==> src/rtl/universal_register_n_pkg.sv <==
// Shared definitions for the universal shift/rotate/load register:
// operation encoding, width limits and the carry-out selection helper.
package reg_pkg;

    typedef enum logic [2:0] {
        HOLD  = 3'b000,
        LOAD  = 3'b001,
        SHL   = 3'b010,
        SHR   = 3'b011,
        ROL   = 3'b100,
        ROR   = 3'b101,
        ASR   = 3'b110,
        CLEAR = 3'b111
    } mode_t;

    localparam int MIN_WIDTH = 2;
    localparam int MAX_WIDTH = 64;

    // Bit leaving the register for the given operation; modes that move no
    // bit out keep the previous carry, CLEAR forces it low.
    function automatic logic next_cout(
        input mode_t mode,
        input logic  msb,
        input logic  lsb,
        input logic  cout
    );
        logic result;
        case (mode)
            SHL, ROL:      result = msb;
            SHR, ROR, ASR: result = lsb;
            CLEAR:         result = 1'b0;
            HOLD, LOAD:    result = cout;
            default:       result = cout;
        endcase
        return result;
    endfunction

endpackage

==> src/rtl/universal_reg_slice.sv <==
// One bit of the universal register: next-value selection from the
// neighbouring bits plus an enabled flop with asynchronous reset.
module universal_reg_slice
    import reg_pkg::*;
#(
    parameter logic RESET_BIT = 1'b0
) (
    input  logic  clk,
    input  logic  rst,
    input  logic  en,
    input  mode_t mode,
    input  logic  d,
    input  logic  lo_shift,
    input  logic  lo_rot,
    input  logic  hi_shift,
    input  logic  hi_rot,
    input  logic  hi_arith,
    output logic  q
);

    logic next;

    // Next-value mux: left moves pull from the lower neighbour, right moves
    // from the upper one; the edge bits receive serial or wrapped inputs.
    always_comb begin
        next = q;
        case (mode)
            HOLD:    next = q;
            LOAD:    next = d;
            SHL:     next = lo_shift;
            SHR:     next = hi_shift;
            ROL:     next = lo_rot;
            ROR:     next = hi_rot;
            ASR:     next = hi_arith;
            CLEAR:   next = 1'b0;
            default: next = q;
        endcase
    end

    // Storage flop: reset wins over everything, enable gates all updates.
    always_ff @(posedge clk or posedge rst) begin
        if (rst) begin
            q <= RESET_BIT;
        end else if (en) begin
            q <= next;
        end else begin
            q <= q;
        end
    end

endmodule

==> src/rtl/universal_register_n.sv <==
// WIDTH-bit universal register: hold, load, logical shifts, rotates,
// arithmetic right shift and clear, with registered carry-out and zero flag.
module universal_register_n
    import reg_pkg::*;
#(
    parameter int               WIDTH     = 8,
    parameter logic [WIDTH-1:0] RESET_VAL = '0
) (
    input  logic             i_clk,
    input  logic             i_rst,
    input  logic             i_en,
    input  logic [2:0]       i_mode,
    input  logic [WIDTH-1:0] i_d,
    input  logic             i_sin_r,
    input  logic             i_sin_l,
    output logic [WIDTH-1:0] o_q,
    output logic             o_cout,
    output logic             o_zero
);

    if (WIDTH < MIN_WIDTH || WIDTH > MAX_WIDTH) begin : g_width_check
        $error("universal_register_n: WIDTH must be in 2..64");
    end

    mode_t            mode;
    logic [WIDTH-1:0] q;
    logic             cout;

    assign mode = mode_t'(i_mode);

    for (genvar i = 0; i < WIDTH; i++) begin : g_bit
        logic lo_shift;
        logic lo_rot;
        logic hi_shift;
        logic hi_rot;
        logic hi_arith;

        // Bit 0 takes the right serial input on SHL and the MSB on ROL.
        if (i == 0) begin : g_lsb
            assign lo_shift = i_sin_r;
            assign lo_rot   = q[WIDTH-1];
        end else begin : g_lo
            assign lo_shift = q[i-1];
            assign lo_rot   = q[i-1];
        end

        // The MSB takes the left serial input on SHR, the LSB on ROR and
        // keeps its own value on ASR so the sign is replicated.
        if (i == WIDTH - 1) begin : g_msb
            assign hi_shift = i_sin_l;
            assign hi_rot   = q[0];
            assign hi_arith = q[WIDTH-1];
        end else begin : g_hi
            assign hi_shift = q[i+1];
            assign hi_rot   = q[i+1];
            assign hi_arith = q[i+1];
        end

        universal_reg_slice #(
            .RESET_BIT (RESET_VAL[i])
        ) u_slice (
            .clk      (i_clk),
            .rst      (i_rst),
            .en       (i_en),
            .mode     (mode),
            .d        (i_d[i]),
            .lo_shift (lo_shift),
            .lo_rot   (lo_rot),
            .hi_shift (hi_shift),
            .hi_rot   (hi_rot),
            .hi_arith (hi_arith),
            .q        (q[i])
        );
    end

    // Carry-out flop, kept outside the bit slices since it depends on the
    // register's edge bits and its own previous value.
    always_ff @(posedge i_clk or posedge i_rst) begin
        if (i_rst) begin
            cout <= 1'b0;
        end else if (i_en) begin
            cout <= next_cout(mode, q[WIDTH-1], q[0], cout);
        end else begin
            cout <= cout;
        end
    end

    assign o_q    = q;
    assign o_cout = cout;
    assign o_zero = (q == {WIDTH{1'b0}});

endmodule

==> config.mk <==
export PLATFORM = sky130hd
export DESIGN_NAME = universal_register_n
export DESIGN_NICKNAME = d
export VERILOG_FILES = /design/src/rtl/universal_register_n_pkg.sv /design/src/rtl/universal_reg_slice.sv /design/src/rtl/universal_register_n.sv
export SDC_FILE = /design/constraint.sdc
export NUM_CORES = 1
export LEC_CHECK = 0
export BUFFER_PORTS_ARGS = -buffer_cell sky130_fd_sc_hd__buf_2
export CORE_AREA = 2 2 54 56
export CTS_CLUSTER_DIAMETER = 150
export CTS_CLUSTER_SIZE = 28
export DETAILED_ROUTE_END_ITERATION = 8
export DIE_AREA = 0 0 56 58
export GPL_TIMING_DRIVEN = 0
export MAX_ROUTING_LAYER = met4
export PLACE_DENSITY = 0.66
export SLEW_MARGIN = 40
export SYNTH_ARGS = -nofsm -noshare
export SYNTH_HDL_FRONTEND = slang
export SYNTH_HIERARCHICAL = 1
export SYNTH_SLANG_ARGS = --single-unit
==> constraint.sdc <==
create_clock -name i_clk -period 1.65 [get_ports i_clk]
set_input_delay 0.4125 -clock i_clk [delete_from_list [all_inputs] [get_ports i_clk]]
set_output_delay 0.4125 -clock i_clk [all_outputs]
set_load 0.05 [all_outputs]
==> summary.md, run 1 <==
| Metric | Value |
|---|---|
| WL final | `2450 um` |
| CTS Root Cell | `clkbuf_4` |
| Met1 usage | `18.5%` |
| R2r endpoint | `g_bit[6].u_slice/q$_DFFE_PP0P_` |
| IO Port Bufs | `25` |
| M2 GR Usage | `29.7%` |
| Number of fill cells in the layout | `269` |
| Worst reg2reg path startpoint | `g_bit[7].u_slice/q$_DFFE_PP0P_` |
| Hold Crit Class | `input pin to asynchronous set/reset pin` |
| Sinks on Clock Net | `9` |
| Final setup TNS | `-246 ps` |
| Net Count, Synth | `124` |
| FF-to-FF path depth | `4` |
| FMAX | `527 MHz` |
| Fin crit period | `1900 ps` |
| VDD IR max | `0.455 mV` |
| P per Cell Area | `794 nW/um^2` |
| Storage cell area | `233 um^2` |
| H-Tree Depth | `1` |
| Seq cells post-synth | `9` |
| Crit path DAT | `1480 ps` |
| Mapped Avg Cell Area | `9.35 um^2` |
| Ant diodes | `0` |
| Share of cells above drive strength 1 | `36.4%` |
| Reg2reg setup slack | `390 ps` |
| Largest net degree at the start of global routing | `44` |
| Area grow syn2layout | `26.4%` |
| Core Util, Final | `47.9%` |
| Slew @ Worst Pin | `666 ps` |
| CTS tree | `done` |
| Synth Cell Area | `1010 um^2` |
| CP max stage delay | `540 ps` |
| Unrepaired setup endpoints after global routing | `yes` |
| Mapped Cells | `108` |
| Sequential element share of the synthesized area | `22.3%` |
| Status | `finished with violations` |
| Clock-pin slew on the worst setup and hold paths | `70 ps` |
| Tot GR Track Use | `16.1%` |
| Slew margin rel. | `55.6%` |
| Design area | `1280 um^2` |
| Yosys warning count | `6` |
| Max cap viols | `0` |
| Fin. Hold Viols | `0` |
| First-pass GRT wire length | `4170 um` |
| Routed via count | `1024` |
| Initial antenna violation count | `0` |
| Dpl cell area | `1190 um^2` |
| DR pass1 iterations | `4` |
| Core Region | `2660 um^2` |
| Finish-stage setup viols | `1` |
| Multi-input gate area | `706 um^2` |
| Post-route ant nets | `0` |
| Tcrit/Tclk final | `115%` |
| Synth top area cells | `dfrtp_1, mux2i_1, nor3b_1` |
| Ports | `26` |
| Worst skew pair latency | `260 ps` |
| Slowest-stage cell, CP | `or4_4` |
| Grt met3 use | `2.01%` |
| Dpl hpwl | `1560 um` |
| Crit Path Max Fanout | `2` |
| Leakage | `0.543 nW` |
| Max-slew violations | `0` |
| Die width | `56 um` |
| Crit Path Class | `flip-flop to output port` |
| Critical Path Start Type | `flip-flop` |
| Die footprint | `3250 um^2` |
| Most common cell after layout, fill and taps aside | `buf_2` |
| Vias in the first global route | `971` |
| DRC violations left | `0` |
| DP Worst Slack | `-221 ps` |
| Row Count | `19` |
| Worst EP required | `1240 ps` |
| Post-CTS Hold Buffers | `0` |
| Initial Util | `37.9%` |
| Violated checks | `setup timing` |
| Clk buf depth | `2` |
| Post-synth cell types | `17` |
| Post-synth top area cell | `dfrtp_1` |
| Crit-path cells | `or4_4 -> nor2_4 -> buf_6` |
| Total grt overflow | `0` |
| CTS Buf Count | `3` |
| GPL Wtd Cong | `0.719` |
| Layout Nets | `160` |
| Most used routing layer | `met2` |
| DR iter-0 viols | `22` |
| Die Span Y | `58 um` |
| Routed len/inst | `14.1 um` |
| Final worst slack | `-246 ps` |
| Hold slack | `66.6 ps` |
| Final clock skew | `2.65 ps` |
| Crit path capture type | `output port` |
| Post-synth top area share | `22.3%` |
| DR vias/cell | `5.89` |
| Highest-count cells in the layout ignoring fill and taps | `buf_2, mux2i_1, nor3b_1` |
[critical path, delay by kind of cell (launching register included)]
| kind | cells | cell delay [ps] |
|---|---|---|
| buffers and inverters | 1 | 160 |
| DFF | 1 | 400 |
| and+or+nand+nor | 2 | 660 |
[cell families after synthesis]
family / share of synthesized area [%]
compound gates: 23.5
flops: 22.3
buf+inv: 9.29
mux: 16.9
simple gates: 27.1
xor+xnor: 0.868
[metal layers]
layer | up-vias | share of wire [%]
met5 | - | 0
met4 | 0 | 0.25
met3 | 2 | 3.5
met2 | 17 | 55
met1 | 502 | 41
li1 | 503 | -
[power breakdown]
| group | internal (mW) | switching, mW | total (mW) |
|---|---|---|---|
| sequential | 0.262 | 0.0346 | 0.296 |
| clock | 0.0933 | 0.0814 | 0.175 |
| combinational | 0.220 | 0.322 | 0.542 |
[registers in the layout, indices dropped and copies added, names as in the netlist]
| register | count |
|---|---|
| g_bit.u_slice/q | 8 |
| o_cout | 1 |
[cell usage after synthesis]
master,instances
o31a_1,8
xor2_1,1
inv_1,9
o32a_1,8
nand4b_1,8
or4_1,2
mux2i_1,17
a22oi_1,1
nor3b_1,16
nand2_1,1
nor2b_1,8
and4b_2,1
o311ai_1,8
nor2_1,1
o21ai_0,2
buf_4,8
dfrtp_1,9
[timing repair]
action                                  4_1_cts  5_1_grt
pin swaps                                     2        1
endpoints found under the setup margin        1        9
buffers inserted                              6        0
resized for setup                             8        1
[cell type report]
cell class                      count  share of cell area [%]
Clock buffer                        4                    2.06
Multi-Input combinational cell     82                    55.3
Timing Repair Buffer               31                    14.0
Sequential cell                     9                    18.2
Inverter                            9                    2.65
Tap cell                           31                    3.04
Buffer                              8                    4.71
[metrics by stage]
| step | std cells | power, mW |
|---|---|---|
| after global placement | 164 | 0.784 |
| after floorplan | 108 | 0.658 |
| after global routing | 174 | 1.08 |
| after detailed placement | 164 | 0.801 |
| final | 174 | 1.01 |
| after CTS | 174 | 1.02 |
[worst max path at each step]
stage                                    from                              to  cells after the start
4_1_cts        g_bit[4].u_slice/q$_DFFE_PP0P_                          o_zero                      3
5_1_grt        g_bit[0].u_slice/q$_DFFE_PP0P_                          o_zero                      3
2_1_floorplan  g_bit[0].u_slice/q$_DFFE_PP0P_                          o_zero                      2
3_5_place_dp                        i_mode[0]  g_bit[1].u_slice/q$_DFFE_PP0P_                      4
3_3_place_gp                        i_mode[0]  g_bit[3].u_slice/q$_DFFE_PP0P_                      4
6_report       g_bit[0].u_slice/q$_DFFE_PP0P_                          o_zero                      3
Note: power is estimated with default switching activity, not from simulation.
==> inputs of run 2 (changes only) <==
--- a/config.mk
+++ b/config.mk
@@ -7,13 +7,13 @@
 export LEC_CHECK = 0
 export BUFFER_PORTS_ARGS = -buffer_cell sky130_fd_sc_hd__buf_2
 export CORE_AREA = 2 2 54 56
-export CTS_CLUSTER_DIAMETER = 150
 export CTS_CLUSTER_SIZE = 28
 export DETAILED_ROUTE_END_ITERATION = 8
 export DIE_AREA = 0 0 56 58
 export GPL_TIMING_DRIVEN = 0
 export MAX_ROUTING_LAYER = met4
 export PLACE_DENSITY = 0.66
+export SETUP_SLACK_MARGIN = 0.4
 export SLEW_MARGIN = 40
 export SYNTH_ARGS = -nofsm -noshare
 export SYNTH_HDL_FRONTEND = slang
==> run 2 against run 1 <==
  * The flow still finishes with violations (setup timing)
  * Sequential power rose by 2%
  * Combinational power rose by 44%
  * Hold slack got worse by 0.58 ps
  * Utilization rose by 11 points
  * Critical path depth did not move
  * Register-to-register slack got worse by 180 ps
  * Clock skew fell by 0.93 ps
  * Clock-buffer cell count did not move
  * Final cell count rose by 6.9%
  * Sequential share of layout area fell by 3.2 points
  * Largest cell class unchanged
==> summary.md, run 2 (synthesized netlist as in run 1, its figures left out) <==
| Metric | Value |
|---|---|
| Status | `finished with violations` |
| Violated checks | `setup timing` |
| CP max stage delay | `520 ps (-20 ps)` |
| Sw frac | `39.2% (-4.0 points)` |
| Finish-stage setup viols | `1 (unchanged)` |
| Layout Nets | `172 (+7.5%)` |
| DP Worst Slack | `-221 ps (unchanged)` |
| Die footprint | `3250 um^2 (unchanged)` |
| Crit path DAT | `1480 ps (about the same)` |
| Crit Path Max Fanout | `2 (unchanged)` |
| Total grt overflow | `0 (unchanged)` |
| Final clock skew | `1.72 ps (-0.927 ps)` |
| Crit Path Class | `flip-flop to output port` |
| Family with the most delay on the worst path | `simple AND/OR/NAND/NOR gates` |
| Number of fill cells in the layout | `247 (-8.2%)` |
| Tcrit/Tclk final | `115% (-0.21 points)` |
| Worst skew pair latency | `260 ps (about the same)` |
| FMAX | `528 MHz (+0.18%)` |
| Sinks on Clock Net | `9 (unchanged)` |
| Critical Path Start Type | `flip-flop` |
| FF-to-FF path depth | `6 (+2)` |
| DR pass1 iterations | `4 (unchanged)` |
| Dpl hpwl | `1560 um (unchanged)` |
| Row Count | `19 (unchanged)` |
| First-pass GRT wire length | `4350 um (+4.1%)` |
| Unrepaired setup endpoints after global routing | `yes` |
| P per Cell Area | `803 nW/um^2 (+1.2%)` |
| Final setup TNS | `-243 ps (+3.47 ps)` |
| Post-route ant nets | `0 (unchanged)` |
| H-Tree Depth | `1 (unchanged)` |
| Most common cell after layout, fill and taps aside | `buf_6` |
| Slew margin rel. | `73.8% (+18 points)` |
| VDD IR max | `0.557 mV (+22%)` |
| Initial Util | `37.9% (unchanged)` |
| Core Region | `2660 um^2 (unchanged)` |
| DR iter-0 viols | `18 (-18%)` |
| Seq pwr share | `24.1% (-5.2 points)` |
| Slew @ Worst Pin | `393 ps (-273 ps)` |
| Max cap viols | `0 (unchanged)` |
| Bufs and invs on worst path | `1 (unchanged)` |
| Hold Crit Class | `input pin to asynchronous set/reset pin` |
| Die Span Y | `58 um (unchanged)` |
| Slowest-stage cell, CP | `or4_4` |
| CTS Buf Count | `3 (unchanged)` |
| Fin. Hold Viols | `0 (unchanged)` |
| Final worst slack | `-243 ps (+3.47 ps)` |
| Worst path depth | `3 (unchanged)` |
| Leakage | `0.659 nW (+21%)` |
| Vias in the first global route | `1014 (+4.4%)` |
| GPL Wtd Cong | `0.719 (unchanged)` |
| Worst EP required | `1240 ps (about the same)` |
| Comb power frac | `62.1% (+8.6 points)` |
| CTS tree | `done` |
| Ports | `26 (unchanged)` |
| Crit-path cells | `or4_4 -> nor2_4 -> buf_8` |
| Clock power share | `13.9% (-3.3 points)` |
| Internal power | `0.763 mW (+33%)` |
| Fin crit period | `1890 ps (-3.47 ps)` |
| Area grow syn2layout | `54.6%` |
| Max-slew violations | `0 (unchanged)` |
| Top reg by flops | `g_bit.u_slice/q` |
| Clock-pin slew on the worst setup and hold paths | `70 ps (about the same)` |
| Routed len/inst | `14.3 um (+1.5%)` |
| WL final | `2660 um (+8.5%)` |
| Highest-count cells in the layout ignoring fill and taps | `buf_6, mux2i_1, nor3b_1` |
| DR vias/cell | `5.68 (-3.4%)` |
| Ant diodes | `0 (unchanged)` |
| Routed via count | `1057 (+3.2%)` |
| Storage cell area | `235 um^2 (+1.1%)` |
| Multi-input gate area | `728 um^2 (+3.2%)` |
| Initial antenna violation count | `0 (unchanged)` |
| DRC violations left | `0 (unchanged)` |
| Tot GR Track Use | `16.8% (+0.72 points)` |
| IO Port Bufs | `25 (unchanged)` |
| Clk buf depth | `2 (unchanged)` |
| Largest net degree at the start of global routing | `44 (unchanged)` |
| CTS Root Cell | `clkbuf_4` |
| Crit path capture type | `output port` |
| Share of cells above drive strength 1 | `45.8% (+9.4 points)` |
| NetSw | `0.491 mW (+12%)` |
| Max FFs per register | `8 (unchanged)` |
| Die width | `56 um (unchanged)` |
## run 2: final timing paths
kind | slack [ps] | endpoint | start
worst min-delay path | 70 | o_cout$_DFFE_PP0P_ | i_rst
min in group i_clk | 570 | o_cout$_DFFE_PP0P_ | i_en
worst min register to register | 640 | g_bit[6].u_slice/q$_DFFE_PP0P_ | g_bit[6].u_slice/q$_DFFE_PP0P_
worst max-delay path | -240 | o_zero | g_bit[7].u_slice/q$_DFFE_PP0P_
max in group asynchronous | 1460 | g_bit[2].u_slice/q$_DFFE_PP0P_ | i_rst
worst max register to register | 210 | g_bit[2].u_slice/q$_DFFE_PP0P_ | g_bit[1].u_slice/q$_DFFE_PP0P_
## run 2: cell type report
type,instances,share of cell area [%]
inverter,9,2.16
tap,31,2.48
sequential,9,15.1
clock buffer,4,1.68
timing repair buffer,43,26.2
multi-input combinational,82,46.6
buffer,8,5.77
## run 2: repair_timing
item | 4_1_cts | 5_1_grt
resized for setup | 50 | 16
setup endpoints to repair | 19 | 18
cloned | 0 | 0
hold buffers | 0 | 0
pin swaps | 6 | 14
setup buffers | 7 | 11
## run 2: power groups by stage
stage          Clock (mW)  Combinational (mW)  Sequential [mW]
2_1_floorplan           0               0.326            0.332
3_3_place_gp            0               0.448            0.336
3_5_place_dp            0               0.464            0.338
4_1_cts             0.182               0.667            0.305
5_1_grt             0.194               0.825            0.309
6_report            0.174               0.778            0.302
## run 2: metrics by stage
step,cells,util [%],cell area (um^2),hold slack (ps),power [mW]
final,186,58.6,1560,66.0,1.25
after global routing,186,58.6,1560,69.7,1.33
after CTS,175,53.3,1420,59.4,1.15
after detailed placement,164,44.6,1190,343,0.801
after global placement,164,44.6,1190,339,0.784
after floorplan,108,-,1020,141,0.658
## run 2: layer usage
layer | track usage, % | part of all wire [%]
met5 | - | 0
met3 | 2.01 | 2.9
met1 | 19.7 | 44
met2 | 30.4 | 53
met4 | 4.76 | 0.23
